$ cat src/rtl/sys_mem_warb_if.sv
// Controller-side command and read-return bus of sys_mem_warb.
interface sys_mem_warb_if #(
  parameter int MEM_DATA_W = 32,
  parameter int MEM_ADDR_W = 27
);
  logic                  cntrlr_wait;
  logic                  cntrlr_wren;
  logic                  cntrlr_rden;
  logic [MEM_ADDR_W-1:0] cntrlr_addr;
  logic [MEM_DATA_W-1:0] cntrlr_wdata;
  logic                  cntrlr_rd_valid;
  logic [MEM_DATA_W-1:0] cntrlr_rdata;

  modport master (
    input  cntrlr_wait, cntrlr_rd_valid, cntrlr_rdata,
    output cntrlr_wren, cntrlr_rden, cntrlr_addr, cntrlr_wdata
  );
  modport slave (
    output cntrlr_wait, cntrlr_rd_valid, cntrlr_rdata,
    input  cntrlr_wren, cntrlr_rden, cntrlr_addr, cntrlr_wdata
  );
endinterface

$ cat src/rtl/sys_mem_warb.sv
// N-agent weighted round-robin arbiter in front of one sys_mem controller port.
// Define SYS_MEM_WARB_PERF_CNTR_EN to add grant counters (0x30+i) and a stall counter (0x08).
module sys_mem_warb #(
  parameter int                   LB_DATA_W        = 32,
  parameter int                   LB_ADDR_W        = 8,
  parameter int                   MEM_DATA_W       = 32,
  parameter int                   MEM_ADDR_W       = 27,
  parameter int                   NUM_AGENTS       = 4,
  parameter int                   WEIGHT_W         = 4,
  parameter int                   DEFAULT_WEIGHT   = 1,
  parameter int                   RD_TAG_DEPTH     = 16,
  parameter logic [LB_DATA_W-1:0] DEFAULT_DATA_VAL = 'hdeadbabe,
  parameter int                   AGENT_ID_W       = $clog2(NUM_AGENTS)
) (
  input  logic                         clk,
  input  logic                         rst,
  input  logic                         lb_wr_en,
  input  logic                         lb_rd_en,
  input  logic [LB_ADDR_W-1:0]         lb_addr,
  input  logic [LB_DATA_W-1:0]         lb_wr_data,
  output logic                         lb_wr_valid,
  output logic                         lb_rd_valid,
  output logic [LB_DATA_W-1:0]         lb_rd_data,
  input  logic [NUM_AGENTS-1:0]        agent_wren,
  input  logic [NUM_AGENTS-1:0]        agent_rden,
  input  logic [NUM_AGENTS*MEM_ADDR_W-1:0] agent_addr,
  input  logic [NUM_AGENTS*MEM_DATA_W-1:0] agent_wdata,
  output logic [NUM_AGENTS-1:0]        agent_wait,
  output logic [NUM_AGENTS-1:0]        agent_rd_valid,
  output logic [NUM_AGENTS*MEM_DATA_W-1:0] agent_rdata,
  sys_mem_warb_if.master               cntrlr
);
  localparam int TAG_PTR_W = $clog2(RD_TAG_DEPTH);
  localparam int TAG_CNT_W = TAG_PTR_W + 1;
  localparam logic [TAG_CNT_W-1:0] TAG_FULL = TAG_CNT_W'(RD_TAG_DEPTH);

  logic                  arb_en_q, arb_en_d;
  logic [WEIGHT_W-1:0]   weight_q [NUM_AGENTS];
  logic [WEIGHT_W-1:0]   weight_d [NUM_AGENTS];
  logic [WEIGHT_W-1:0]   credit_q [NUM_AGENTS];
  logic [WEIGHT_W-1:0]   credit_d [NUM_AGENTS];
  logic [MEM_ADDR_W-1:0] offset_q [NUM_AGENTS];
  logic [MEM_ADDR_W-1:0] offset_d [NUM_AGENTS];
  logic [AGENT_ID_W-1:0] rr_ptr_q, rr_ptr_d;
  logic                  out_vld_q, out_vld_d, out_wr_q, out_wr_d;
  logic [MEM_ADDR_W-1:0] out_addr_q, out_addr_d;
  logic [MEM_DATA_W-1:0] out_wdata_q, out_wdata_d;
  logic [AGENT_ID_W-1:0] out_id_q, out_id_d;
  logic [AGENT_ID_W-1:0] tag_mem_q [RD_TAG_DEPTH];
  logic [AGENT_ID_W-1:0] tag_mem_d [RD_TAG_DEPTH];
  logic [TAG_PTR_W-1:0]  tag_wptr_q, tag_wptr_d, tag_rptr_q, tag_rptr_d;
  logic [TAG_CNT_W-1:0]  tag_cnt_q, tag_cnt_d;
  logic [NUM_AGENTS-1:0] rd_vld_q, rd_vld_d;
  logic [MEM_DATA_W-1:0] rdata_q, rdata_d;
  logic [2:0]            flags_q, flags_d;
  logic                  lb_wr_vld_q, lb_rd_vld_q;
  logic [LB_DATA_W-1:0]  lb_rd_data_q, lb_rd_data_d;

  logic [MEM_ADDR_W-1:0] a_addr  [NUM_AGENTS];
  logic [MEM_DATA_W-1:0] a_wdata [NUM_AGENTS];
  logic [NUM_AGENTS-1:0] req, elig, has_credit, gnt;
  logic [AGENT_ID_W-1:0] gnt_id;
  logic                  found, accept, reload, out_ready, tag_full;
  logic                  push, pop, push_ok;
  logic                  unused_lb_bits;

`ifdef SYS_MEM_WARB_PERF_CNTR_EN
  logic [31:0] gcnt_q [NUM_AGENTS];
  logic [31:0] gcnt_d [NUM_AGENTS];
  logic [31:0] stall_q, stall_d;
`endif

  assign unused_lb_bits = ^lb_wr_data;

  always_comb begin
    for (int unsigned i = 0; i < NUM_AGENTS; i++) begin
      a_addr[i]  = agent_addr[i*MEM_ADDR_W +: MEM_ADDR_W];
      a_wdata[i] = agent_wdata[i*MEM_DATA_W +: MEM_DATA_W];
    end
  end

  // Arbitration: scan upward from rr_ptr+1; read eligibility counts the read still in the stage.
  always_comb begin
    req        = agent_wren | agent_rden;
    out_ready  = ~out_vld_q | ~cntrlr.cntrlr_wait;
    tag_full   = (tag_cnt_q + TAG_CNT_W'(out_vld_q & ~out_wr_q)) >= TAG_FULL;
    has_credit = '0;
    for (int unsigned i = 0; i < NUM_AGENTS; i++) has_credit[i] = credit_q[i] != '0;
    elig   = req & has_credit & {NUM_AGENTS{arb_en_q}} & (agent_wren | {NUM_AGENTS{~tag_full}});
    gnt    = '0;
    gnt_id = '0;
    found  = 1'b0;
    for (int unsigned k = 1; k <= NUM_AGENTS; k++) begin
      if (!found && elig[(32'(rr_ptr_q) + k) % NUM_AGENTS]) begin
        found  = 1'b1;
        gnt_id = AGENT_ID_W'((32'(rr_ptr_q) + k) % NUM_AGENTS);
        gnt[(32'(rr_ptr_q) + k) % NUM_AGENTS] = 1'b1;
      end
    end
    accept     = found & out_ready;
    reload     = (|req) & ~(|(req & has_credit));
    agent_wait = req & ~(gnt & {NUM_AGENTS{out_ready}});
  end

  always_comb begin
    arb_en_d    = arb_en_q;
    weight_d    = weight_q;
    offset_d    = offset_q;
    credit_d    = credit_q;
    rr_ptr_d    = rr_ptr_q;
    out_vld_d   = out_vld_q;
    out_wr_d    = out_wr_q;
    out_addr_d  = out_addr_q;
    out_wdata_d = out_wdata_q;
    out_id_d    = out_id_q;
    tag_mem_d   = tag_mem_q;
    tag_wptr_d  = tag_wptr_q;
    tag_rptr_d  = tag_rptr_q;
    rd_vld_d    = '0;
    rdata_d     = rdata_q;

    if (reload) credit_d = weight_q;
    else if (accept) credit_d[gnt_id] = credit_q[gnt_id] - WEIGHT_W'(1);

    if (out_ready) begin
      out_vld_d = accept;
      if (accept) begin
        out_wr_d    = agent_wren[gnt_id];
        out_addr_d  = a_addr[gnt_id] + offset_q[gnt_id];
        out_wdata_d = a_wdata[gnt_id];
        out_id_d    = gnt_id;
        rr_ptr_d    = gnt_id;
      end
    end

    // A pop in the same cycle frees the slot, so push-while-full is only dropped without one.
    push    = out_vld_q & ~out_wr_q & ~cntrlr.cntrlr_wait;
    pop     = cntrlr.cntrlr_rd_valid & (tag_cnt_q != '0);
    push_ok = push & ((tag_cnt_q != TAG_FULL) | pop);
    if (push_ok) begin
      tag_mem_d[tag_wptr_q] = out_id_q;
      tag_wptr_d = tag_wptr_q + TAG_PTR_W'(1);
    end
    if (pop) begin
      rd_vld_d[tag_mem_q[tag_rptr_q]] = 1'b1;
      rdata_d    = cntrlr.cntrlr_rdata;
      tag_rptr_d = tag_rptr_q + TAG_PTR_W'(1);
    end
    tag_cnt_d = tag_cnt_q + TAG_CNT_W'(push_ok) - TAG_CNT_W'(pop);

    flags_d = (lb_rd_en && lb_addr == '0) ? 3'b000 : flags_q;
    flags_d = flags_d | {|(agent_wren & agent_rden), push & ~push_ok,
                         cntrlr.cntrlr_rd_valid & (tag_cnt_q == '0)};

    if (lb_wr_en) begin
      if (lb_addr == LB_ADDR_W'(1)) arb_en_d = lb_wr_data[0];
      for (int unsigned i = 0; i < NUM_AGENTS; i++) begin
        if (lb_addr == LB_ADDR_W'(32'h10 + i)) weight_d[i] = WEIGHT_W'(lb_wr_data);
        if (lb_addr == LB_ADDR_W'(32'h20 + i)) offset_d[i] = MEM_ADDR_W'(lb_wr_data);
      end
    end

    lb_rd_data_d = lb_rd_data_q;
    if (lb_rd_en) begin
      lb_rd_data_d = DEFAULT_DATA_VAL;
      if (lb_addr == '0) lb_rd_data_d = LB_DATA_W'(flags_q);
      if (lb_addr == LB_ADDR_W'(1)) lb_rd_data_d = LB_DATA_W'(arb_en_q);
      for (int unsigned i = 0; i < NUM_AGENTS; i++) begin
        if (lb_addr == LB_ADDR_W'(32'h10 + i)) lb_rd_data_d = LB_DATA_W'(weight_q[i]);
        if (lb_addr == LB_ADDR_W'(32'h20 + i)) lb_rd_data_d = LB_DATA_W'(offset_q[i]);
`ifdef SYS_MEM_WARB_PERF_CNTR_EN
        if (lb_addr == LB_ADDR_W'(32'h30 + i)) lb_rd_data_d = LB_DATA_W'(gcnt_q[i]);
`endif
      end
`ifdef SYS_MEM_WARB_PERF_CNTR_EN
      if (lb_addr == LB_ADDR_W'(8)) lb_rd_data_d = LB_DATA_W'(stall_q);
`endif
    end
  end

`ifdef SYS_MEM_WARB_PERF_CNTR_EN
  always_comb begin
    gcnt_d  = gcnt_q;
    stall_d = stall_q;
    if (lb_wr_en && lb_addr == LB_ADDR_W'(8)) begin
      gcnt_d  = '{default: '0};
      stall_d = '0;
    end else begin
      if (accept && gcnt_q[gnt_id] != '1) gcnt_d[gnt_id] = gcnt_q[gnt_id] + 32'd1;
      if (out_vld_q && cntrlr.cntrlr_wait && stall_q != '1) stall_d = stall_q + 32'd1;
    end
  end

  always_ff @(posedge clk) begin
    if (rst) begin
      gcnt_q  <= '{default: '0};
      stall_q <= '0;
    end else begin
      gcnt_q  <= gcnt_d;
      stall_q <= stall_d;
    end
  end
`endif

  always_ff @(posedge clk) begin
    if (rst) begin
      arb_en_q     <= 1'b1;
      weight_q     <= '{default: WEIGHT_W'(DEFAULT_WEIGHT)};
      credit_q     <= '{default: WEIGHT_W'(DEFAULT_WEIGHT)};
      offset_q     <= '{default: '0};
      rr_ptr_q     <= '0;
      out_vld_q    <= 1'b0;
      out_wr_q     <= 1'b0;
      out_addr_q   <= '0;
      out_wdata_q  <= '0;
      out_id_q     <= '0;
      tag_mem_q    <= '{default: '0};
      tag_wptr_q   <= '0;
      tag_rptr_q   <= '0;
      tag_cnt_q    <= '0;
      rd_vld_q     <= '0;
      rdata_q      <= '0;
      flags_q      <= '0;
      lb_wr_vld_q  <= 1'b0;
      lb_rd_vld_q  <= 1'b0;
      lb_rd_data_q <= '0;
    end else begin
      arb_en_q     <= arb_en_d;
      weight_q     <= weight_d;
      credit_q     <= credit_d;
      offset_q     <= offset_d;
      rr_ptr_q     <= rr_ptr_d;
      out_vld_q    <= out_vld_d;
      out_wr_q     <= out_wr_d;
      out_addr_q   <= out_addr_d;
      out_wdata_q  <= out_wdata_d;
      out_id_q     <= out_id_d;
      tag_mem_q    <= tag_mem_d;
      tag_wptr_q   <= tag_wptr_d;
      tag_rptr_q   <= tag_rptr_d;
      tag_cnt_q    <= tag_cnt_d;
      rd_vld_q     <= rd_vld_d;
      rdata_q      <= rdata_d;
      flags_q      <= flags_d;
      lb_wr_vld_q  <= lb_wr_en;
      lb_rd_vld_q  <= lb_rd_en;
      lb_rd_data_q <= lb_rd_data_d;
    end
  end

  assign lb_wr_valid         = lb_wr_vld_q;
  assign lb_rd_valid         = lb_rd_vld_q;
  assign lb_rd_data          = lb_rd_data_q;
  assign agent_rd_valid      = rd_vld_q;
  assign agent_rdata         = {NUM_AGENTS{rdata_q}};
  assign cntrlr.cntrlr_wren  = out_vld_q & out_wr_q;
  assign cntrlr.cntrlr_rden  = out_vld_q & ~out_wr_q;
  assign cntrlr.cntrlr_addr  = out_addr_q;
  assign cntrlr.cntrlr_wdata = out_wdata_q;
endmodule
$ cat src/flat_wrapper.sv
// flat-port wrapper written by rule: the top's interface ports become plain ports
module sys_mem_warb_flat 
#(
  parameter int                   LB_DATA_W        = 32,
  parameter int                   LB_ADDR_W        = 8,
  parameter int                   MEM_DATA_W       = 32,
  parameter int                   MEM_ADDR_W       = 27,
  parameter int                   NUM_AGENTS       = 4,
  parameter int                   WEIGHT_W         = 4,
  parameter int                   DEFAULT_WEIGHT   = 1,
  parameter int                   RD_TAG_DEPTH     = 16,
  parameter logic [LB_DATA_W-1:0] DEFAULT_DATA_VAL = 'hdeadbabe,
  parameter int                   AGENT_ID_W       = $clog2(NUM_AGENTS)
)
  (clk, rst, lb_wr_en, lb_rd_en, lb_addr, lb_wr_data, lb_wr_valid, lb_rd_valid, lb_rd_data, agent_wren, agent_rden, agent_addr, agent_wdata, agent_wait, agent_rd_valid, agent_rdata, cntrlr_cntrlr_wait, cntrlr_cntrlr_rd_valid, cntrlr_cntrlr_rdata, cntrlr_cntrlr_wren, cntrlr_cntrlr_rden, cntrlr_cntrlr_addr, cntrlr_cntrlr_wdata);
  sys_mem_warb_if #(.MEM_DATA_W(MEM_DATA_W), .MEM_ADDR_W(MEM_ADDR_W)) cntrlr_i ();
  input  logic clk;
  input  logic rst;
  input  logic lb_wr_en;
  input  logic lb_rd_en;
  input  logic [LB_ADDR_W-1:0] lb_addr;
  input  logic [LB_DATA_W-1:0] lb_wr_data;
  output logic lb_wr_valid;
  output logic lb_rd_valid;
  output logic [LB_DATA_W-1:0] lb_rd_data;
  input  logic [NUM_AGENTS-1:0] agent_wren;
  input  logic [NUM_AGENTS-1:0] agent_rden;
  input  logic [NUM_AGENTS*MEM_ADDR_W-1:0] agent_addr;
  input  logic [NUM_AGENTS*MEM_DATA_W-1:0] agent_wdata;
  output logic [NUM_AGENTS-1:0] agent_wait;
  output logic [NUM_AGENTS-1:0] agent_rd_valid;
  output logic [NUM_AGENTS*MEM_DATA_W-1:0] agent_rdata;
  input wire logic [$bits(cntrlr_i.cntrlr_wait)-1:0] cntrlr_cntrlr_wait;
  input wire logic [$bits(cntrlr_i.cntrlr_rd_valid)-1:0] cntrlr_cntrlr_rd_valid;
  input wire logic [$bits(cntrlr_i.cntrlr_rdata)-1:0] cntrlr_cntrlr_rdata;
  output wire logic [$bits(cntrlr_i.cntrlr_wren)-1:0] cntrlr_cntrlr_wren;
  output wire logic [$bits(cntrlr_i.cntrlr_rden)-1:0] cntrlr_cntrlr_rden;
  output wire logic [$bits(cntrlr_i.cntrlr_addr)-1:0] cntrlr_cntrlr_addr;
  output wire logic [$bits(cntrlr_i.cntrlr_wdata)-1:0] cntrlr_cntrlr_wdata;
  assign cntrlr_i.cntrlr_wait = cntrlr_cntrlr_wait;
  assign cntrlr_i.cntrlr_rd_valid = cntrlr_cntrlr_rd_valid;
  assign cntrlr_i.cntrlr_rdata = cntrlr_cntrlr_rdata;
  assign cntrlr_cntrlr_wren = cntrlr_i.cntrlr_wren;
  assign cntrlr_cntrlr_rden = cntrlr_i.cntrlr_rden;
  assign cntrlr_cntrlr_addr = cntrlr_i.cntrlr_addr;
  assign cntrlr_cntrlr_wdata = cntrlr_i.cntrlr_wdata;
  sys_mem_warb #(.LB_DATA_W(LB_DATA_W), .LB_ADDR_W(LB_ADDR_W), .MEM_DATA_W(MEM_DATA_W), .MEM_ADDR_W(MEM_ADDR_W), .NUM_AGENTS(NUM_AGENTS), .WEIGHT_W(WEIGHT_W), .DEFAULT_WEIGHT(DEFAULT_WEIGHT), .RD_TAG_DEPTH(RD_TAG_DEPTH), .DEFAULT_DATA_VAL(DEFAULT_DATA_VAL), .AGENT_ID_W(AGENT_ID_W)) u_core (.clk(clk), .rst(rst), .lb_wr_en(lb_wr_en), .lb_rd_en(lb_rd_en), .lb_addr(lb_addr), .lb_wr_data(lb_wr_data), .lb_wr_valid(lb_wr_valid), .lb_rd_valid(lb_rd_valid), .lb_rd_data(lb_rd_data), .agent_wren(agent_wren), .agent_rden(agent_rden), .agent_addr(agent_addr), .agent_wdata(agent_wdata), .agent_wait(agent_wait), .agent_rd_valid(agent_rd_valid), .agent_rdata(agent_rdata), .cntrlr(cntrlr_i));
endmodule
$ cat config.mk
export PLATFORM = sky130hd
export DESIGN_NAME = sys_mem_warb_flat
export DESIGN_NICKNAME = d
export VERILOG_FILES = /design/src/rtl/sys_mem_warb_if.sv /design/src/rtl/sys_mem_warb.sv /design/src/flat_wrapper.sv
export SDC_FILE = /design/constraint.sdc
export NUM_CORES = 1
export LEC_CHECK = 0
export CAP_MARGIN = 20
export CORE_AREA = 2 2 214 216
export DETAILED_ROUTE_END_ITERATION = 16
export DIE_AREA = 0 0 216 218
export HOLD_SLACK_MARGIN = 0.03
export PLACE_DENSITY = 0.76
export SETUP_SLACK_MARGIN = 0.15
export SLEW_MARGIN = 30
export SYNTH_ARGS = -nofsm -noshare
export SYNTH_HDL_FRONTEND = slang
export SYNTH_SLANG_ARGS = --single-unit
$ cat constraint.sdc
create_clock -name clk -period 8.25 [get_ports clk]
set_input_delay 0.825 -clock clk [delete_from_list [all_inputs] [get_ports clk]]
set_output_delay 0.825 -clock clk [all_outputs]
set_load 0.05 [all_outputs]
### After elaboration in Yosys (flattened, before gate mapping)

Index checks and enable logic that the tools add are counted.

| operators by class | value |
|---|---|
| add/sub/neg operators | 11 |
| magnitude comparators | 17 |
| eq/ne operators | 10 |
| mux-type cells | 66 |
| bitwise operators | 36 |
| reduce and logical (&&, ||, !) cells | 36 |

Operators with widths:

| operator | count |
|---|---|
| $mux 32 | 12 |
| $bmux 27 s2 | 2 |
| $mux 27 | 4 |
| $bmux 32 s2 | 1 |
| $bwmux 32 | 1 |
| $eq 8x5->1 const B | 4 |
| $eq 8x6->1 const B | 4 |
| $mux 16 | 2 |
| $mux 4 | 7 |
| $add 27x27->27 | 1 |
| $and 4x4->4 | 6 |
| $or 4x4->4 | 5 |
| $reduce_and 2->1 | 10 |
| $lt 2x3->1 const B | 6 |
| $bwmux 16 | 1 |
| $reduce_bool 4->1 | 4 |
| $ge 5x5->1 const B | 3 |
| $mux 1 | 14 |
| $mux 2 | 7 |
| $reduce_or 4->1 | 3 |
| $logic_and 1x1->1 | 11 |
| $bmux 1 s2 | 5 |
| $demux 1 s2 | 5 |
| $ge 2x1->1 const B | 5 |
| 32 further kinds | 53 |

| word-level totals | value |
|---|---|
| bits in registers | 322 |
| input bits | 322 |
| output and inout port bits | 231 |
| logic and storage cells | 219 |

### Logic depth before layout (Yosys ltp)

Gate-level depths: netlist of the first run.

| logic depth | value |
|---|---|
| depth after elaboration | 27 |
| depth in mapped cells | 28 |
| depth with buffers taken out | 23 |

### Least setup slack after synthesis of the first run

Ideal clock, no wire load.

| path | value |
|---|---|
| path type | input to register |
| start point | input port agent_wren[2] |
| end point | register u_core.out_addr_q[26] (netlist: u_core.cntrlr.cntrlr_addr[26]) |
| library setup time | 135 ps |
| arrival | 5,846 ps |
| data required time | 8,115 ps |
| slack | 2,268 ps |
| stages on the path | 27 |
| path buffers | 5 |
| cell sequence | nor4b_2 -> a22oi_1 -> and2_1 -> buf_6 -> mux4_2 -> o21ba_1 -> o22a_1 -> buf_6 -> buf_2 -> buf_2 -> clkbuf_1 -> and2_1 -> a211oi_1 -> a31oi_1 -> ha_1 -> fa_1 -> a21oi_1 -> o21bai_1 -> a21oi_1 -> o211ai_1 -> a221oi_1 -> nor4b_1 -> o41ai_1 -> a21o_1 -> a21oi_1 -> xnor2_1 -> a211oi_2 |

| between the ends | value |
|---|---|
| longest elaborated chain between the ends | 21 |
| elaborated cells between the ends (all ways) | 37 |
| classes of those cells | add/sub: 1; mux: 22; bitwise: 7; reduce/logical: 7 |

Ends and longest elaborated chain:

| item | line | text |
|---|---|---|
| from (decl) | flat_wrapper.sv:26 | `input logic [NUM_AGENTS-1:0] agent_wren;` |
| $or 4x4->4 | sys_mem_warb.sv:84 | `req = agent_wren \| agent_rden;` |
| $and 4x4->4 (2 in series) | sys_mem_warb.sv:89 | `elig = req & has_credit & {NUM_AGENTS{arb_en_q}} & (agent_wren \| {NUM_AGENTS{~tag_full}});` |
| $and 4x4->4 (*) | sys_mem_warb.sv:89 |  |
| $bmux 1 s2 | sys_mem_warb.sv:94 | `if (!found && elig[(32'(rr_ptr_q) + k) % NUM_AGENTS]) begin` |
| $mux 1 (implied by the code) | sys_mem_warb.sv:94 |  |
| $mux 1 | sys_mem_warb.sv:94 |  |
| $logic_not 1->1 | sys_mem_warb.sv:94 |  |
| $logic_and 1x1->1 | sys_mem_warb.sv:94 |  |
| (+3 left out) | - |  |
| $mux 1 | sys_mem_warb.sv:94 |  |
| $logic_not 1->1 | sys_mem_warb.sv:94 |  |
| $logic_and 1x1->1 | sys_mem_warb.sv:94 |  |
| $mux 2 | sys_mem_warb.sv:94 |  |
| $not 2->3 (implied by the code) | sys_mem_warb.sv:129 | `out_addr_d = a_addr[gnt_id] + offset_q[gnt_id];` |
| $bmux 27 s2 | sys_mem_warb.sv:129 |  |
| $mux 27 (implied by the code) (2 in series) | sys_mem_warb.sv:129 |  |
| $add 27x27->27 | sys_mem_warb.sv:129 |  |
| to (signal assigned) | sys_mem_warb.sv:235 | `out_addr_q <= out_addr_d;` |
| to (decl) | sys_mem_warb.sv:46 | `logic [MEM_ADDR_W-1:0] out_addr_q, out_addr_d;` |

Every way passes the cells marked *; elsewhere a longest branch is shown, timed or not. The select of a mux whose other input is x is not followed.
A chain may end at the register's enable or synchronous reset.

### Final worst setup path of the first run

| path | value |
|---|---|
| start point | register u_core.rr_ptr_q[1] |
| end point | register u_core.out_addr_q[26] (netlist: u_core.cntrlr.cntrlr_addr[26]) |

| between the ends | value |
|---|---|
| longest elaborated chain between the ends | 18 |
| elaborated cells between the ends (all ways) | 36 |
| classes of those cells | add/sub: 5; mux: 22; bitwise: 2; reduce/logical: 7 |

Ends and longest elaborated chain:

| item | line | text |
|---|---|---|
| from (decl) | sys_mem_warb.sv:44 | `logic [AGENT_ID_W-1:0] rr_ptr_q, rr_ptr_d;` |
| from (signal assigned) | sys_mem_warb.sv:232 | `rr_ptr_q <= rr_ptr_d;` |
| $add 2x1->2 | sys_mem_warb.sv:94, sys_mem_warb.sv:96 |  |
| $bmux 1 s2 | sys_mem_warb.sv:94 |  |
| $mux 1 (implied by the code) | sys_mem_warb.sv:94 |  |
| $mux 1 | sys_mem_warb.sv:94 |  |
| $logic_not 1->1 | sys_mem_warb.sv:94 |  |
| $logic_and 1x1->1 | sys_mem_warb.sv:94 |  |
| $mux 1 | sys_mem_warb.sv:94 |  |
| $logic_not 1->1 | sys_mem_warb.sv:94 |  |
| $logic_and 1x1->1 | sys_mem_warb.sv:94 |  |
| $mux 1 | sys_mem_warb.sv:94 |  |
| $logic_not 1->1 | sys_mem_warb.sv:94 |  |
| $logic_and 1x1->1 | sys_mem_warb.sv:94 |  |
| $mux 2 | sys_mem_warb.sv:94 |  |
| $not 2->3 (implied by the code) | sys_mem_warb.sv:129 |  |
| $bmux 27 s2 | sys_mem_warb.sv:129 |  |
| $mux 27 (implied by the code) (2 in series) | sys_mem_warb.sv:129 |  |
| $add 27x27->27 | sys_mem_warb.sv:129 |  |

Several ways; a longest one is shown, not always the timed one. The select of a mux whose other input is x is not followed.

==> results of run 1 <==
[per-layer routing]
metal  GRT usage  wire length [um]  vias to the layer above
met1       0.318             25600                     8979
met3      0.0508              5390                      166
met5           0                11                        -
met2       0.486             34200                      951
li1            -                 -                     8905
met4       0.148              3300                        2
[where the power goes]
part	leakage, nW	switching [mW]	internal, mW
Combinational	5.65	4.74	2.76
Sequential	2.59	0.194	1.76
Clock	0.582	0.672	0.932
Total	8.83	5.60	5.46
[logic make-up (layout without fill, tap and decap cells)]
| group | count (synthesis) | in the layout | synth area share |
|---|---|---|---|
| AND/OR/NAND/NOR | 962 | 962 | 0.231 |
| flip-flops | 318 | 318 | 0.356 |
| AO/OA/AOI/OAI | 663 | 663 | 0.231 |
| XOR/XNOR | 33 | 33 | 0.0162 |
| adder cells (fa/ha/maj) | 49 | 49 | 0.0351 |
| other | 1 | 6 | 0.000210 |
| multiplexers | 57 | 57 | 0.0446 |
| buffers and inverters | 302 | 673 | 0.0864 |
[synth_stat cells, drive strengths merged (7+ instances only)]
cell,count,share of area
nand2,582,0.12
dfxtp,318,0.36
a21oi,292,0.082
nor2,171,0.036
clkbuf,159,0.033
buf,118,0.048
a211oi,95,0.040
and2,95,0.033
o21ai,60,0.017
a31oi,53,0.019
ha,47,0.033
a311oi,41,0.020
mux2i,38,0.021
a22oi,35,0.015
nand3,32,0.0090
o211ai,25,0.010
inv,23,0.0048
xnor2,20,0.0098
mux4,18,0.023
a21o,15,0.0063
nor3,14,0.0039
xor2,13,0.0064
nand4,11,0.0038
a221oi,10,0.0049
nor2b,10,0.0035
and3,9,0.0031
nand2b,7,0.0026
[sequential cells by signal (all words and copies together) (netlist names), 5 cells and up]
name,cells
u_core.cntrlr.cntrlr_addr,27
u_core.credit_q,16
u_core.lb_rd_data,28
u_core.cntrlr.cntrlr_wdata,32
u_core.offset_q,108
u_core.tag_cnt_q,5
u_core.rdata_q,32
u_core.weight_q,16
u_core.tag_mem_q,32
[worst min-delay path: stages (launching register included)]
cell	delay (ns)
dfxtp_1	0.31
nand2_1	0.05
a21oi_1	0.05
[per-stage QoR]
step                      instances   util  cell area (um2)
after CTS                      3355  0.540            24200
final                          3361  0.541            24300
after floorplan                2385      -            17900
after detailed placement       3292  0.514            23100
after global routing           3360  0.541            24300
after global placement         3292  0.514            23100
[final cells by class]
cell class / count / area [um2] / share of cell area
antenna: 5 / 12.5 / 0.000515
clock buffer: 54 / 1110 / 0.0458
clock inverter: 9 / 58.8 / 0.00242
inverter: 25 / 93.8 / 0.00386
multi-input combinational: 1765 / 10100 / 0.415
sequential: 318 / 6370 / 0.262
tap: 600 / 751 / 0.0309
timing repair buffer: 585 / 5820 / 0.240
[path summary, 6_finish.rpt]
kind | from | end | cells after the start
setup / recovery | u_core.rr_ptr_q[1] | u_core.cntrlr.cntrlr_addr[26] | 22
hold / removal | u_core.cntrlr.cntrlr_addr[17] | u_core.cntrlr.cntrlr_addr[17] | 2
setup reg to reg | u_core.rr_ptr_q[1] | u_core.cntrlr.cntrlr_addr[26] | 22
hold reg to reg | u_core.cntrlr.cntrlr_addr[17] | u_core.cntrlr.cntrlr_addr[17] | 2
==> run_results.csv, run 1 <==
group,metric,value,unit
outcome,status,"finished, final reports clean",
clock_network,cts.sinks,318,
timing,worst_pin_slew,1.01,ns
global_route,grt_pass1_wl,103,mm
timing,fin_tns_setup,0,ns
clock_network,hold_buffers,0,
detailed_routing,wl_per_cell,20.4,um
clock_network,root_buffer,"clkbuf_16",
placement,dpl.hpwl,49.3,mm
floorplanning,coreArea,44900,um2
floorplanning,num_io_pins,553,
synthesis,synthFlopType,"dfxtp_1",
power,power_density,455,nW/um2
detailed_routing,via_per_inst,5.65,
critical_path,cp_max_fo,66,
clock_network,insertion_delay,0.56,ns
detailed_routing,finalWirelength,68.5,mm
clock_network,h-tree-depth,2,
timing,max_clock_freq,141,MHz
cells_and_area,drive_above_1_share,0.0493,
synthesis,synthesis.area,17900,um2
critical_path,worstPathBufferInverterCount,3,
detailed_routing,post-route-drc-count,0,
timing,setup_viol,0,
power,ir_drop,256,uV
critical_path,slowest_stage,"dfxtp_1",
detailed_routing,firstDrtPassIters,6,
global_route,grt_antenna_before_repair,11,
cells_and_area,layout_commonest_cell,"nand2_1",
critical_path,critPathLaunchType,"register",
timing,fin_crit_sh,0.861,
critical_path,cp.required,8.62,ns
detailed_routing,antenna_left,0,
timing,timing.final.ws_setup,1.15,ns
timing,final.min_clock_period,7.10,ns
critical_path,critPathKind,"reg -> reg",
clock_network,cts_resized,0,
global_route,grt_overflow,0,
synthesis,syn_avg_cell_area,7.50,um2
clock_network,cts_setup_buffers,0,
critical_path,cp_top_family,"compound AO/OA/AOI/OAI gates",
placement,gp_congestion,0.970,
timing,finalHoldViolCount,0,
timing,clock_skew,0.0279,ns
global_route,grt_pass1_vias,18100,
critical_path,cp.arrival,7.48,ns
detailed_routing,vias,19000,
clock_network,cts-root-to-sink-buffers,3,
synthesis,yosys_warnings,0,
cells_and_area,nets,3103,
timing,rsz0062_at_grt,"no",
placement,io_buffers,546,
power,power,11.1,mW
floorplanning,die_height,218,um
global_route,grt_max_degree,191,
run,drv_cap,0,
critical_path,end_kind,"register",
critical_path,slowest_delay,0.85,ns
synthesis,syn_inst,2385,
clock_network,clk_pin_slew,0.06,ns
synthesis,ys_seq_area_frac,0.356,
critical_path,reg2reg_setup_slack,1.15,ns
placement,dp_slack,0.841,ns
floorplanning,rows,78,
floorplanning,fp.dieArea,47100,um2
hold_path,hold_class,"reg -> reg",
cells_and_area,mostFrequentLayoutCells,"nand2_1, clkdlybuf4s50_1, dfxtp_1",
cells_and_area,area_delta_synth_final,35.7,%
synthesis,yosys_register_bits,318,
timing,max-slew-margin-rel,0.326,
floorplanning,start_util,0.398,
power,p_leak,8.83,nW
global_route,grt_usage,0.276,
synthesis,ys_types,65,
clock_network,cts_made_buffers,37,
timing,hold_slack,0.451,ns
timing,drv_slew,0,
critical_path,crit_path_cell_trace,"inv_1 -> ha_1 -> mux4_2 -> a21oi_1 -> o22a_4 -> buf_4 -> buf_4 -> and2_1 -> a211oi_1 -> a31oi_1 -> ha_1 -> a21o_1 -> a21o_1 -> a21oi_1 -> nor2_1 -> a221oi_1 -> nor4b_1 -> o41ai_1 -> a21o_1 -> a21oi_1 -> xnor2_1 -> a211oi_2",
synthesis,synthArstFlopShare,0,
cells_and_area,n_fill_cell,4145,
clock_network,cts_tree,"yes",
synthesis,syn_nets,2756,
detailed_routing,drt_iter0_drc,1840,
floorplanning,dieWidth,216,um
synthesis,synth-edff-count,0,
(Power assumes the default switching activity.)
==> run 2: changes to the inputs <==
- GPL_TIMING_DRIVEN: default -> 1
==> results of run 2 <==
The final DEF is identical to that of run 1; final timing and power are the same.
==> run 3: changes to the inputs <==
--- a/config.mk
+++ b/config.mk
@@ -12,3 +12,3 @@
 export GPL_TIMING_DRIVEN = 1
-export HOLD_SLACK_MARGIN = 0.03
+export HOLD_SLACK_MARGIN = 0.1
 export PLACE_DENSITY = 0.76
==> constraint.sdc (replaced) <==
create_clock -name clk -period 8.25 [get_ports clk]
set_input_delay 1.65 -clock clk [delete_from_list [all_inputs] [get_ports clk]]
set_output_delay 1.65 -clock clk [all_outputs]
set_load 0.05 [all_outputs]
==> run 3 against run 2 <==
  * Sequential share of layout area is 0.24 points lower
  * Final area up 0.94%
  * Sequential cell count unchanged
  * Maximum frequency fell by 4.6%
  * Utilization rose by 0.51 points
  * Critical endpoint unchanged
  * Critical path depth is 2 higher
  * Sequential power barely moved
  * Worst setup slack got worse by 0.35 ns
  * Routed wire length increased by 0.50%
  * Final cell count rose by 0.36%
  * Clock power is 10% higher
==> run_results.csv, run 3 (same netlist as run 1, synthesis figures left out) <==
group,metric,value,unit
cells_and_area,largest_reg_flops,108,
floorplanning,num_io_pins,553,
detailed_routing,drt_iter0_drc,1678,
critical_path,crit_path_cell_trace,"clkdlybuf4s50_1 -> nor4b_1 -> a22oi_1 -> and2_1 -> mux4_2 -> o21ba_1 -> o22a_4 -> and2_1 -> a211oi_1 -> a31oi_1 -> buf_4 -> ha_1 -> fa_1 -> a21oi_1 -> o21bai_1 -> a21oi_1 -> o211ai_1 -> a221oi_1 -> nor4b_1 -> o41ai_1 -> a21o_1 -> a21oi_1 -> xnor2_1 -> a211oi_2",
timing,finalHoldViolCount,0,
clock_network,cts.sinks,318,
clock_network,hold_buffers,0,
critical_path,critPathKind,"in -> reg",
global_route,grt_max_degree,181,
timing,fin_crit_sh,0.903,
detailed_routing,vias,19000,
cells_and_area,area_delta_synth_final,37.0,%
clock_network,root_buffer,"clkbuf_16",
floorplanning,dieWidth,216,um
placement,io_buffers,546,
clock_network,cts_resized,0,
global_route,grt_overflow,0,
timing,fin_tns_setup,0,ns
global_route,grt_pass1_vias,17900,
detailed_routing,finalWirelength,68.8,mm
timing,clock_skew,0.0177,ns
floorplanning,rows,78,
floorplanning,fp.dieArea,47100,um2
timing,final.min_clock_period,7.45,ns
clock_network,h-tree-depth,2,
power,power.share.sequential,0.172,
critical_path,cp.arrival,7.85,ns
placement,place_area,23200,um2
critical_path,critPathMostFrequentCell,"a21oi_1",
critical_path,slowest_delay,0.57,ns
outcome,status,"finished, final reports clean",
placement,dpl.hpwl,49.4,mm
critical_path,cp.required,8.65,ns
detailed_routing,post-route-drc-count,0,
hold_path,hold_class,"reg -> reg",
cells_and_area,nets,3111,
critical_path,end_kind,"register",
power,power_density,465,nW/um2
placement,dp_slack,0.357,ns
power,p_sw,5.68,mW
timing,hold_slack,0.448,ns
placement,gp_congestion,0.966,
critical_path,cp_max_fo,41,
cells_and_area,layout_commonest_cell,"nand2_1",
timing,max_clock_freq,134,MHz
timing,timing.final.ws_setup,0.801,ns
clock_network,cts_setup_buffers,0,
power,comb_power_share,0.673,
power,power,11.4,mW
cells_and_area,fin_area,24500,um2
cells_and_area,drive_above_1_share,0.0528,
clock_network,cts_tree,"yes",
timing,worst_pin_slew,0.984,ns
detailed_routing,firstDrtPassIters,6,
clock_network,clk_pin_slew,0.06,ns
global_route,grt_antenna_before_repair,12,
power,ir_drop,256,uV
clock_network,cts-root-to-sink-buffers,3,
cells_and_area,mostFrequentLayoutCells,"nand2_1, clkdlybuf4s50_1, dfxtp_1",
timing,setup_viol,0,
detailed_routing,antenna_left,0,
critical_path,slowest_stage,"mux4_2",
placement,dp_cells,3300,
timing,max-slew-margin-rel,0.344,
detailed_routing,via_per_inst,5.63,
cells_and_area,regMostFlops,"u_core.offset_q",
critical_path,critPathLaunchType,"input pin",
power,switching_share,0.498,
critical_path,cp_top_family,"compound AO/OA/AOI/OAI gates",
global_route,grt_pass1_wl,103,mm
cells_and_area,fin_util,0.546,
power,power.internal,5.71,mW
cells_and_area,fin_cells,3373,
timing,drv_slew,0,
cells_and_area,n_fill_cell,4150,
timing,rsz0062_at_grt,"no",
power,clkPwrFrac,0.155,
clock_network,insertion_delay,0.57,ns
global_route,grt_usage,0.278,
critical_path,worstPathBufferInverterCount,2,
run,drv_cap,0,
clock_network,cts_made_buffers,38,
floorplanning,die_height,218,um
floorplanning,start_util,0.398,
floorplanning,coreArea,44900,um2
power,p_leak,8.94,nW
detailed_routing,wl_per_cell,20.4,um
run 3: changes by cell type in the layout (fill, tap and decap cells not counted), sizes merged:
cell,before,now
bufinv,0,4
inv,23,25
diode,5,7
clkinv,10,7
buf,41,48
run 3: power by group through the flow:
stage / clock network, mW / registers, mW / logic (mW)
floorplan: 0 / 2.40 / 4.95
global placement: 0 / 1.98 / 7.40
detailed placement: 0 / 1.99 / 7.54
CTS: 1.79 / 1.96 / 7.60
global route: 1.85 / 1.98 / 8.31
finish: 1.76 / 1.96 / 7.67
run 3: final timing paths:
check                                                    from                       endpoint  slack [ns]  cells past startpoint
worst max-delay path                            agent_wren[1]  u_core.cntrlr.cntrlr_addr[26]        0.80                     24
worst min-delay path            u_core.cntrlr.cntrlr_addr[12]  u_core.cntrlr.cntrlr_addr[12]        0.45                      2
worst max register to register             u_core.rr_ptr_q[1]  u_core.cntrlr.cntrlr_addr[26]        1.41                     22
worst min register to register  u_core.cntrlr.cntrlr_addr[12]  u_core.cntrlr.cntrlr_addr[12]        0.45                      2
run 3: cell type report:
cell class | count | area, um2 | area share
diodes | 7 | 17.5 | 0.000715
well taps | 600 | 751 | 0.0306
clock buffers | 54 | 1120 | 0.0458
flip-flops and latches | 318 | 6370 | 0.260
repair buffers | 592 | 5910 | 0.241
multi-input cells | 1765 | 10100 | 0.411
clock inverters | 12 | 181 | 0.00740
inverters | 25 | 93.8 | 0.00383
run 3: metal layers:
| metal | wire, um | up-vias | track usage |
|---|---|---|---|
| li1 | - | 8942 | - |
| met1 | 25900 | 8887 | 0.324 |
| met2 | 34600 | 973 | 0.492 |
| met3 | 5450 | 182 | 0.0483 |
| met4 | 2850 | 0 | 0.140 |
| met5 | 0 | - | 0 |
run 3: worst min-delay path, stage by stage, from the launching register on:
cell	delay [ns]
dfxtp_1	0.30
nand2_1	0.05
a21oi_1	0.05
